**config.mk**
```make
export PLATFORM = sky130hd
export DESIGN_NAME = kamikaze_ahb_arbiter
export DESIGN_NICKNAME = d
export VERILOG_FILES = /design/src/rtl/kamikaze_ahb_pkg.sv /design/src/rtl/kamikaze_ahb_resp_latch.sv /design/src/rtl/kamikaze_ahb_arbiter.sv
export SDC_FILE = /design/constraint.sdc
export NUM_CORES = 1
export LEC_CHECK = 0
export CORE_MARGIN = 3
export CORE_UTILIZATION = 35
export DETAILED_ROUTE_END_ITERATION = 12
export GPL_TIMING_DRIVEN = 0
export PLACE_DENSITY = 0.79
export SYNTH_ARGS = -nofsm -noshare
export SYNTH_HDL_FRONTEND = slang
export SYNTH_HIERARCHICAL = 1
export SYNTH_SLANG_ARGS = --single-unit
```
**constraint.sdc**
```tcl
create_clock -name clk_i -period 1.75 [get_ports clk_i]
set_input_delay 0.4375 -clock clk_i [delete_from_list [all_inputs] [get_ports clk_i]]
set_output_delay 0.4375 -clock clk_i [all_outputs]
set_load 0.005 [all_outputs]
```
**src/rtl/kamikaze_ahb_pkg.sv**
```systemverilog
// kamikaze_ahb_pkg: shared AHB encodings and bus-owner type for the IF/LS arbiter
package kamikaze_ahb_pkg;
    localparam logic [1:0] HTRANS_IDLE   = 2'b00;
    localparam logic [1:0] HTRANS_NONSEQ = 2'b10;
    localparam logic [2:0] HSIZE_WORD    = 3'b010;
    localparam logic [3:0] HPROT_INSN    = 4'b0000;
    localparam logic [3:0] HPROT_DATA    = 4'b0001;
    typedef enum logic [1:0] {OWN_NONE, OWN_IF, OWN_LS} owner_e;
endpackage

```
**src/rtl/kamikaze_ahb_resp_latch.sv**
```systemverilog
// kamikaze_ahb_resp_latch: holds a finished data phase for a master whose next address is still blocked
module kamikaze_ahb_resp_latch (
    input  logic        clk_i,
    input  logic        rst_i,
    input  logic        set_i,
    input  logic        clr_i,
    input  logic [31:0] rdata_i,
    input  logic        resp_i,
    output logic        pend_o,
    output logic [31:0] rdata_o,
    output logic        resp_o
);
    logic        pend_q;
    logic [31:0] rdata_q;
    logic        resp_q;

    // capture read data/error on set, keep it until the master is granted again
    always_ff @(posedge clk_i or negedge rst_i) begin
        if (!rst_i) begin
            pend_q  <= 1'b0;
            rdata_q <= '0;
            resp_q  <= 1'b0;
        end else if (set_i) begin
            pend_q  <= 1'b1;
            rdata_q <= rdata_i;
            resp_q  <= resp_i;
        end else if (clr_i) begin
            pend_q  <= 1'b0;
        end
    end

    assign pend_o  = pend_q;
    assign rdata_o = rdata_q;
    assign resp_o  = resp_q;
endmodule

```
**src/rtl/kamikaze_ahb_arbiter.sv**
```systemverilog
// kamikaze_ahb_arbiter: shares one AHB-Lite master port between instruction fetch and load/store
// Define KMKZ_ARB_STARVE_EN to let IF win after STARVE_MAX consecutive contended losses.
module kamikaze_ahb_arbiter
    import kamikaze_ahb_pkg::*;
#(
    parameter int STARVE_MAX = 4
) (
    input  logic        clk_i,
    input  logic        rst_i,
    input  logic [31:0] if_haddr_i,
    input  logic [1:0]  if_htrans_i,
    output logic        if_hready_o,
    output logic [31:0] if_hrdata_o,
    output logic        if_hresp_o,
    input  logic [31:0] ls_haddr_i,
    input  logic [1:0]  ls_htrans_i,
    input  logic        ls_hwrite_i,
    input  logic [2:0]  ls_hsize_i,
    input  logic [31:0] ls_hwdata_i,
    output logic        ls_hready_o,
    output logic [31:0] ls_hrdata_o,
    output logic        ls_hresp_o,
    output logic [31:0] HADDR,
    output logic [1:0]  HTRANS,
    output logic        HWRITE,
    output logic [2:0]  HSIZE,
    output logic [2:0]  HBURST,
    output logic        HMASTLOCK,
    output logic [3:0]  HPROT,
    output logic [31:0] HWDATA,
    input  logic [31:0] HRDATA,
    input  logic        HREADY,
    input  logic        HRESP
);
    owner_e      addr_owner, addr_owner_q, data_owner_q;
    logic        req_if, req_ls, force_if, hold_q, last_ls_q, sel_ls;
    logic        pend_if, pend_ls, lat_resp_if, lat_resp_ls, unused_ok;
    logic [31:0] lat_rdata_if, lat_rdata_ls;

    assign req_if    = if_htrans_i[1];
    assign req_ls    = ls_htrans_i[1];
    assign unused_ok = ^{if_htrans_i[0], ls_htrans_i[0], STARVE_MAX != 0};

`ifdef KMKZ_ARB_STARVE_EN
    localparam int CW = $clog2(STARVE_MAX + 1);
    logic [CW-1:0] starve_q;

    assign force_if = req_if && starve_q == CW'(STARVE_MAX);

    // count contended IF losses (saturating); any IF grant starts the count over
    always_ff @(posedge clk_i or negedge rst_i) begin
        if (!rst_i)
            starve_q <= '0;
        else if (HREADY && addr_owner == OWN_IF)
            starve_q <= '0;
        else if (HREADY && addr_owner == OWN_LS && req_if && req_ls && starve_q != CW'(STARVE_MAX))
            starve_q <= starve_q + 1'b1;
    end
`else
    assign force_if = 1'b0;
`endif

    // a wait-stated address stays with its owner; otherwise LS first unless IF is starved
    always_comb
        addr_owner = hold_q ? addr_owner_q : force_if ? OWN_IF : req_ls ? OWN_LS : req_if ? OWN_IF : OWN_NONE;

    // remember the presented owner, whether it stalled, and who owns the data phase
    always_ff @(posedge clk_i or negedge rst_i) begin
        if (!rst_i) begin
            hold_q       <= 1'b0;
            addr_owner_q <= OWN_NONE;
            data_owner_q <= OWN_NONE;
            last_ls_q    <= 1'b0;
        end else begin
            hold_q       <= !HREADY && addr_owner != OWN_NONE;
            addr_owner_q <= addr_owner;
            if (addr_owner != OWN_NONE)
                last_ls_q <= addr_owner == OWN_LS;
            if (HREADY)
                data_owner_q <= addr_owner;
        end
    end

    assign sel_ls    = addr_owner == OWN_LS || (addr_owner == OWN_NONE && last_ls_q);
    assign HADDR     = sel_ls ? ls_haddr_i : if_haddr_i;
    assign HTRANS    = (rst_i && addr_owner != OWN_NONE) ? HTRANS_NONSEQ : HTRANS_IDLE;
    assign HWRITE    = sel_ls && ls_hwrite_i;
    assign HSIZE     = sel_ls ? ls_hsize_i : HSIZE_WORD;
    assign HPROT     = sel_ls ? HPROT_DATA : HPROT_INSN;
    assign HBURST    = 3'b000;
    assign HMASTLOCK = 1'b0;
    assign HWDATA    = data_owner_q == OWN_LS ? ls_hwdata_i : '0;

    assign if_hready_o = HREADY && (addr_owner == OWN_IF || (!req_if && !pend_if));
    assign ls_hready_o = HREADY && (addr_owner == OWN_LS || (!req_ls && !pend_ls));
    assign if_hrdata_o = pend_if ? lat_rdata_if : HRDATA;
    assign ls_hrdata_o = pend_ls ? lat_rdata_ls : HRDATA;
    assign if_hresp_o  = pend_if ? lat_resp_if : data_owner_q == OWN_IF && HRESP;
    assign ls_hresp_o  = pend_ls ? lat_resp_ls : data_owner_q == OWN_LS && HRESP;

    kamikaze_ahb_resp_latch u_lat_if (
        .clk_i   (clk_i),
        .rst_i   (rst_i),
        .set_i   (HREADY && data_owner_q == OWN_IF && req_if && addr_owner != OWN_IF),
        .clr_i   (HREADY && addr_owner == OWN_IF),
        .rdata_i (HRDATA),
        .resp_i  (HRESP),
        .pend_o  (pend_if),
        .rdata_o (lat_rdata_if),
        .resp_o  (lat_resp_if)
    );

    kamikaze_ahb_resp_latch u_lat_ls (
        .clk_i   (clk_i),
        .rst_i   (rst_i),
        .set_i   (HREADY && data_owner_q == OWN_LS && req_ls && addr_owner != OWN_LS),
        .clr_i   (HREADY && addr_owner == OWN_LS),
        .rdata_i (HRDATA),
        .resp_i  (HRESP),
        .pend_o  (pend_ls),
        .rdata_o (lat_rdata_ls),
        .resp_o  (lat_resp_ls)
    );
endmodule
```
Word level (Yosys, flattened, before mapping)
Cells that the tools add are included.
{"block": "word_totals", "reg_bits": 74, "in_bits": 140, "output_inout_bits": 146}
{"block": "op_classes", "eq_ne": 6, "muxes": 16, "reduce_logical": 30}
{"cell": "$mux W32", "n": 4}
{"cell": "$logic_and A1 B1 Y1", "n": 18}
{"cell": "$mux W1", "n": 8}
{"cell": "$mux W2", "n": 3}
{"cell": "$reduce_bool A2 Y1", "n": 3}
{"cell": "$logic_not A1 Y1", "n": 5}
{"cell": "$eq A2 B1 Y1 const B", "n": 2}
{"cell": "$eq A2 B2 Y1 const B", "n": 2}
{"cell": "$logic_or A1 B1 Y1", "n": 3}
{"cell": "$mux W3", "n": 1}
{"cell": "$logic_not A2 Y1", "n": 1}
{"cell": "$ne A2 B1 Y1 const B", "n": 1}
{"cell": "$ne A2 B2 Y1 const B", "n": 1}

Longest topological paths before layout
Gate-level depths: netlist of run 1.
{"block": "logic_depth", "word_depth": 7, "ltp_mapped": 7, "mapped_depth_nobuf": 5}

Hierarchy
Netlist of run 1, hierarchy kept.
{"module": "kamikaze_ahb_resp_latch", "n_inst": 2, "cells_each": 73, "area_each_um2": 1413.9}
{"module": "kamikaze_ahb_arbiter", "n_inst": 1, "cells_each": 201, "area_each_um2": 1946.9}

Worst setup path after synthesis of run 1
No wires, ideal clock.
{"block": "synth_path", "path_kind": "register -> output", "startpoint": "register addr_owner_q[0]", "endpoint": "output port HADDR[10]", "t_arrival_ps": 1439, "required_ps": 1312, "path_slack_ps": -127, "path_stages_with_launch": 5, "path_buffers": 1, "cell_sequence": "dfrtp_1 -> o21bai_1 -> a22oi_4 -> buf_8 -> mux2_4"}
{"block": "synth_via", "elab_chain_len": 5}
{"item": "start, declared", "line": "kamikaze_ahb_arbiter.sv:35", "rtl": "owner_e addr_owner, addr_owner_q, data_owner_q;"}
{"item": "start signal, assigned", "line": "kamikaze_ahb_arbiter.sv:76", "rtl": "addr_owner_q <= addr_owner;"}
{"item": "$mux W2 (*)", "line": "kamikaze_ahb_arbiter.sv:65", "rtl": "addr_owner = hold_q ? addr_owner_q : force_if ? OWN_IF : req_ls ? OWN_LS : req_if ? OWN_IF : OWN_NONE;"}
{"item": "$logic_not A2 Y1", "line": "kamikaze_ahb_arbiter.sv:84", "rtl": "assign sel_ls = addr_owner == OWN_LS || (addr_owner == OWN_NONE && last_ls_q);"}
{"item": "$logic_and A1 B1 Y1", "line": "kamikaze_ahb_arbiter.sv:84"}
{"item": "$logic_or A1 B1 Y1 (*)", "line": "kamikaze_ahb_arbiter.sv:84"}
{"item": "$mux W32 (*)", "line": "kamikaze_ahb_arbiter.sv:85", "rtl": "assign HADDR = sel_ls ? ls_haddr_i : if_haddr_i;"}
{"item": "end, declared", "line": "kamikaze_ahb_arbiter.sv:23", "rtl": "output logic [31:0] HADDR,"}
Mark *: on every way between the ends. The rest lies on a longest branch, timed or not.

Final worst setup path of run 1
{"block": "layout_path", "startpoint": "register addr_owner_q[0]", "endpoint": "output port HADDR[31]"}
Same word-level chain as after synthesis.

==> results of run 1 <==
[sequential cells by signal, indices dropped and copies added, names as in the netlist]
name and cells:
u_lat_if/resp_o 1, addr_owner_q 2, u_lat_if/rdata_o 32, u_lat_if/pend_o 1, u_lat_ls/pend_o 1, hold_q 1, data_owner_q 2, last_ls_q 1
u_lat_ls/resp_o 1, u_lat_ls/rdata_o 32
[synth_stat cells]
cell type	n	share of area (%)
nor2_1	4	0.31
a21boi_1	1	0.16
o21bai_1	1	0.16
nor3_1	1	0.10
a22oi_4	1	0.45
inv_1	4	0.31
dfrtp_1	74	39
clkbuf_1	5	0.39
mux2_4	83	26
mux2i_1	1	0.21
a21oi_1	3	0.31
o21ai_0	2	0.21
buf_4	9	1.4
buf_6	3	0.71
a22oi_1	1	0.16
buf_8	2	0.63
buf_1	1	0.079
and2_1	37	4.8
buf_12	6	2.5
o221ai_1	1	0.18
mux2_2	79	19
nand3b_1	1	0.16
and3_1	1	0.13
nand4b_1	1	0.18
a21boi_0	1	0.16
nand2_1	6	0.47
buf_2	7	0.73
nand3_1	1	0.10
o31a_1	1	0.18
nor2_2	1	0.13
conb_1	1	0.079
o21a_1	1	0.16
a21o_1	2	0.31
nand2b_1	3	0.39
nor2b_1	1	0.13
[path summary, 6_finish.rpt]
path	to	slack, ns	cells after the start
max in group asynchronous	hold_q$_DFF_PN0_	1.15	2
hold / removal	u_lat_ls/rdata_o[5]$_DFFE_PN0P_	0.02	1
setup / recovery	HADDR[31]	-0.63	7
setup reg to reg	u_lat_ls/rdata_o[10]$_DFFE_PN0P_	-0.37	9
min in group clk_i	u_lat_ls/rdata_o[0]$_DFFE_PN0P_	0.51	1
hold reg to reg	u_lat_ls/rdata_o[0]$_DFFE_PN0P_	0.51	1
[report_power, final]
part / switching (W) / internal [W] / total (W)
Sequential: 0.000422 / 0.00236 / 0.00278
Clock: 0.000738 / 0.00117 / 0.00191
Combinational: 0.00186 / 0.00420 / 0.00607
[cell type report]
type	count	area, um^2	share of cell area (%)
tap	176	220.2	2.203
timing repair buffer	387	4218	42.19
buffer	28	384.1	3.842
sequential	74	1853	18.54
clock inverter	5	52.55	0.5257
multi-input combinational	243	3002	30.03
inverter	4	15.01	0.1502
clock buffer	11	252.7	2.528
[cell families after synthesis]
family          count (synthesis)  synth area share [%]
mux                           163                 44.94
flops                          74                 38.78
simple gates                   57                 6.971
buf+inv                        37                 6.787
compound gates                 15                 2.437
other cells                     1               0.07854
[worst max-delay path, cell delays in order, from the launching register on]
cell	delay (ns)
dfrtp_1	0.40
o21bai_4	0.19
a22oi_4	0.19
buf_12	0.15
buf_6	0.10
buf_6	0.11
mux2_2	0.34
buf_6	0.12
[metal layers]
| layer | track usage (%) | part of all wire, % |
|---|---|---|
| met1 | 27.37 | 39 |
| met2 | 42.60 | 54 |
| met3 | 5.484 | 5.3 |
| met4 | 5.178 | 1.8 |
| met5 | 0 | 0 |
[what timing repair did]
item / in CTS / in global routing
setup endpoints to repair: 201 / 205
hold buffers: 0 / 0
resized for setup: 758 / 149
cloned: 14 / 5
setup buffers: 69 / 37
pin swaps: 22 / 20
[metrics by stage]
stage / power, W / cells / area, um^2 / setup slack [ns] / hold slack, ns
after floorplan: 0.004744 / 354 / 4825 / -0.07446 / 0.1419
after global placement: 0.006604 / 804 / 7787 / -2.872 / 0.4567
after detailed placement: 0.006695 / 805 / 7812 / -1.225 / 0.3768
after CTS: 0.01004 / 903 / 9340 / -0.6309 / 0.01465
after global routing: 0.01122 / 928 / 9997 / -0.6736 / 0.03475
final: 0.01076 / 928 / 9997 / -0.6264 / 0.01528
==> flow_summary_export.csv, run 1 <==
group,metric,value,unit
run_status,status,"complete, but fails checks",
run_status,violations,"negative setup slack",
yosys,avgSynthCellArea,13.76,um^2
die,io-pin-count,286,
drt,drc,0,
critical_path,critical_path.startpoint,"addr_owner_q[0]$_DFF_PN0_",
clock_network,clk_pin_slew,0.06,ns
die,num_rows,42,
power_and_ir_drop,cellLeakagePower,4.780,nW
layout,nNetsFinal,887,
die,die_y,122.8,um
critical_path,startpoint_type,"flop",
placement,port_buffers,274,
layout,final_util,75.19,%
critical_path,end_kind,"output pin",
clock_network,ctsRootBufferMaster,"clkbuf_16",
die,die_w,122.8,um
power_and_ir_drop,ir_drop,0.5746,mV
drt,drt-total-wl,19.57,mm
global_routing,grt_antenna_before_repair,0,
clock_network,numCtsBuffers,9,
drt,viasPerCell,4.727,
sta,finalHoldViolCount,0,
clock_network,clk_latency,0.34,ns
drt,wl_per_cell,21.08,um
layout,drive_above_1_share,67.42,%
clock_network,cts_tree,"yes",
critical_path,worstSetupPathType,"reg -> out",
die,core_region_area,13300,um^2
drt,drt_iter0_markers,165,
layout,layout_commonest_cell,"buf_6",
sta,clock_skew,0.007135,ns
layout,num-fill-cells,830,
flow_run,cap_viol_max_count,0,
yosys,synth_cells,347,
critical_path,required,1.31,ns
global_routing,grt.overflow.total,0,
clock_network,cts_buffer_depth,2,
layout,final_cell_mix,"buf_6 (174), mux2_4 (134), clkdlybuf4s50_1 (131)",
critical_path,arrival,1.94,ns
yosys,synth.distinct_cells,35,
sta,fmax,420.8,MHz
min_path,hp-class,"in -> async",
global_routing,grt_pass1_vias,4855,
sta,slew_viol_final,0,
drt,drt.antenna.violating_nets,0,
critical_path,rr_startpoint,"hold_q$_DFF_PN0_",
layout,areaGrowthSynthToFinish,109.4,%
sta,setup-tns-final,-65.19,ns
sta,postLayoutSetupSlackWorst,-0.6264,ns
drt,dr.pass1.iters,4,
clock_network,htreeDepth,3,
yosys,synth.cell_area,4775,um^2
sta,grt_setup_unrepaired,"true",
sta,setup_viol,205,
placement,gp_congestion,0.9503,
power_and_ir_drop,powerDensity,1076,nW/um^2
sta,timing.final.crit_share,135.8,%
layout,diodes,0,
drt,num_vias,4387,
placement,dp_hpwl,11.51,mm
critical_path,crit_fanout,6,
sta,fin_crit,2.376,ns
clock_network,clock_sinks,74,
yosys,ys_seq_area_share,38.78,%
yosys,ys_ff_latch,74,
global_routing,grt_max_degree,51,
die,initial_utilization,35.91,%
global_routing,grt_pass1_wl,26.81,mm
yosys,synth_warnings,6,
global_routing,grt_usage,23.23,%
die,die_area,15080,um^2
Power figures use the tool's default switching activity.
==> inputs of run 2 (changes only) <==
- CTS_BUF_LIST: default -> sky130_fd_sc_hd__clkbuf_4
==> run 2 against run 1 <==
  * The run still ends with negative setup slack left
  * Core utilization decreased by 0.24 points
  * First-iteration DRC count increased by 35%
  * Clock skew up 0.011 ns
  * Critical path depth stayed put
  * Worst setup slack got worse by 0.13 ns
  * Sequential share of layout area grew 0.071 points
  * Register-to-register slack got worse by 0.07 ns
  * Final cell count is 1.7% higher
  * Critical path type unchanged
  * Highest routed layer unchanged
==> flow_summary_export.csv, run 2 (synthesis gave the netlist of run 1 again) <==
group,metric,value,unit
layout,regArea,1854,um^2
layout,multiInputGateArea,3008,um^2
drt,wl_per_cell,20.87,um
clock_network,clk_latency,0.44,ns
run_status,violations,"negative setup slack",
die,core_region_area,13300,um^2
clock_network,ctsRootBufferMaster,"clkbuf_4",
sta,timing.final.crit_share,143.4,%
layout,nNetsFinal,903,
critical_path,crit_fanout,6,
sta,grt_setup_unrepaired,"true",
die,die_y,122.8,um
layout,drive_above_1_share,67.45,%
power_and_ir_drop,cellLeakagePower,4.793,nW
global_routing,grt_max_degree,51,
die,num_rows,42,
critical_path,end_kind,"output pin",
sta,clock_skew,0.01788,ns
layout,final_cell_mix,"buf_6 (181), mux2_4 (137), clkdlybuf4s50_1 (133)",
clock_network,clk_pin_slew,0.13,ns
critical_path,arrival,2.07,ns
layout,areaGrowthSynthToFinish,108.7,%
placement,placed_area,7812,um^2
min_path,min_delay_worst_endpoint,"data_owner_q[0]$_DFFE_PN0P_",
layout,final_area,9966,um^2
global_routing,grt_antenna_before_repair,0,
critical_path,crit_path_cell_trace,"o21bai_4 -> a22oi_4 -> buf_12 -> buf_6 -> buf_6 -> mux2_2 -> buf_6",
flow_run,cap_viol_max_count,0,
min_path,min-delay-start,"HREADY",
critical_path,path_common_cell,"buf_6",
sta,setup_viol,205,
critical_path,path_delay_family,"buffers and inverters",
layout,diodes,0,
global_routing,grt.overflow.total,0,
drt,drt-total-wl,19.70,mm
critical_path,reg2reg_depth,11,
drt,drc,0,
drt,drt.antenna.violating_nets,0,
critical_path,cpPeakStageDelay,0.43,ns
drt,dr.pass1.iters,4,
run_status,status,"complete, but fails checks",
min_path,hp-class,"in -> reg",
die,io-pin-count,286,
die,die_w,122.8,um
clock_network,numCtsBuffers,9,
critical_path,rrSetupSlack,-0.44,ns
power_and_ir_drop,finalPower,0.009928,W
power_and_ir_drop,ir_drop,0.5661,mV
placement,dp_hpwl,11.51,mm
critical_path,path_buf_inv,4,
sta,fin_crit,2.509,ns
placement,gp_congestion,0.9503,
placement,port_buffers,274,
global_routing,grt_pass1_wl,26.63,mm
drt,num_vias,4496,
critical_path,crit_slowest_cell,"dfrtp_1",
global_routing,grt_pass1_vias,4867,
sta,slew_viol_final,0,
drt,drt_iter0_markers,222,
die,initial_utilization,35.91,%
die,die_area,15080,um^2
drt,viasPerCell,4.763,
critical_path,worstSetupPathType,"reg -> out",
sta,fmax,398.6,MHz
layout,layout_commonest_cell,"buf_6",
sta,finalHoldViolCount,0,
clock_network,clock_sinks,74,
critical_path,worst-path-stages,7,
clock_network,cts_buffer_depth,2,
sta,setup-tns-final,-85.06,ns
clock_network,cts_tree,"yes",
critical_path,rr_startpoint,"data_owner_q[1]$_DFFE_PN0P_",
critical_path,required,1.31,ns
clock_network,htreeDepth,3,
critical_path,startpoint_type,"flop",
global_routing,grt_usage,23.01,%
min_path,holdPathStages,3,
critical_path,r2r-end,"u_lat_ls/rdata_o[3]$_DFFE_PN0P_",
layout,num-fill-cells,802,
sta,postLayoutSetupSlackWorst,-0.7586,ns
power_and_ir_drop,powerDensity,996.3,nW/um^2
-- run 2: cell count changes in the layout (fill, tap and decap cells not counted), moves of 2 or more --
cell             change
buf_8                +2
buf_4                +7
clkbuf_4             +9
clkbuf_16           -10
clkdlybuf4s50_1      +2
mux2_2               -3
clkbuf_8             -2
clkinv_1             +2
dlygate4sd3_1        +2
mux2_4               +3
buf_6                +7
-- run 2: how the worst max path moves through the flow --
stage	end	slack (ns)	from
6_report	HADDR[31]	-0.76	addr_owner_q[0]$_DFF_PN0_
2_1_floorplan	HADDR[10]	-0.07	addr_owner_q[0]$_DFF_PN0_
3_3_place_gp	HTRANS[1]	-2.87	rst_i
5_1_grt	HADDR[20]	-0.84	addr_owner_q[0]$_DFF_PN0_
3_5_place_dp	HADDR[14]	-1.23	ls_htrans_i[1]
4_1_cts	HADDR[26]	-0.75	addr_owner_q[0]$_DFF_PN0_
-- run 2: worst reg2reg max path, delay by kind of cell (launching register included) --
family,cells,cell delay (ns)
flops,1,0.39
mux,1,0.30
simple gates,2,0.34
compound gates,1,0.20
buf+inv,7,0.83
-- run 2: stage by stage --
step	hold WS [ns]	instances	setup WS [ns]	util (%)
after floorplan	0.1419	354	-0.07446	-
final	0.3801	944	-0.7586	74.96
after global routing	0.4142	944	-0.8353	74.96
after detailed placement	0.3768	805	-1.225	58.76
after global placement	0.4567	804	-2.872	58.57
after CTS	0.3608	919	-0.7539	70.69
-- run 2: area by class of cell --
cell class / count / area share, %
clock inverter: 7 / 0.6026
buffer: 28 / 3.704
sequential: 74 / 18.61
inverter: 4 / 0.1507
timing repair buffer: 403 / 43.87
clock buffer: 9 / 0.6780
multi-input combinational: 243 / 30.18
tap: 176 / 2.210
-- run 2: repair_timing --
item,CTS,global route
buffers inserted,83,43
endpoints found under the hold margin,25,42
hold buffers,2,2
gates resized for setup,769,140
cloned,14,5
setup endpoints to repair,172,206
pin swaps,22,18
-- run 2: routing by layer --
| layer | part of all wire (%) | wire [um] | up-vias | global-route usage [%] |
|---|---|---|---|---|
| met1 | 40 | 7788 | 2249 | 27.50 |
| met2 | 53 | 10520 | 175 | 42.23 |
| li1 | - | - | 2043 | - |
| met3 | 5.2 | 1021 | 29 | 5.300 |
| met4 | 1.8 | 363 | 0 | 4.339 |
| met5 | 0 | 0 | - | 0 |
-- run 2: report_power, final --
group / internal (W) / switching (W)
clock: 0.000419 / 0.000632
sequential: 0.00235 / 0.000420
combinational: 0.00422 / 0.00188
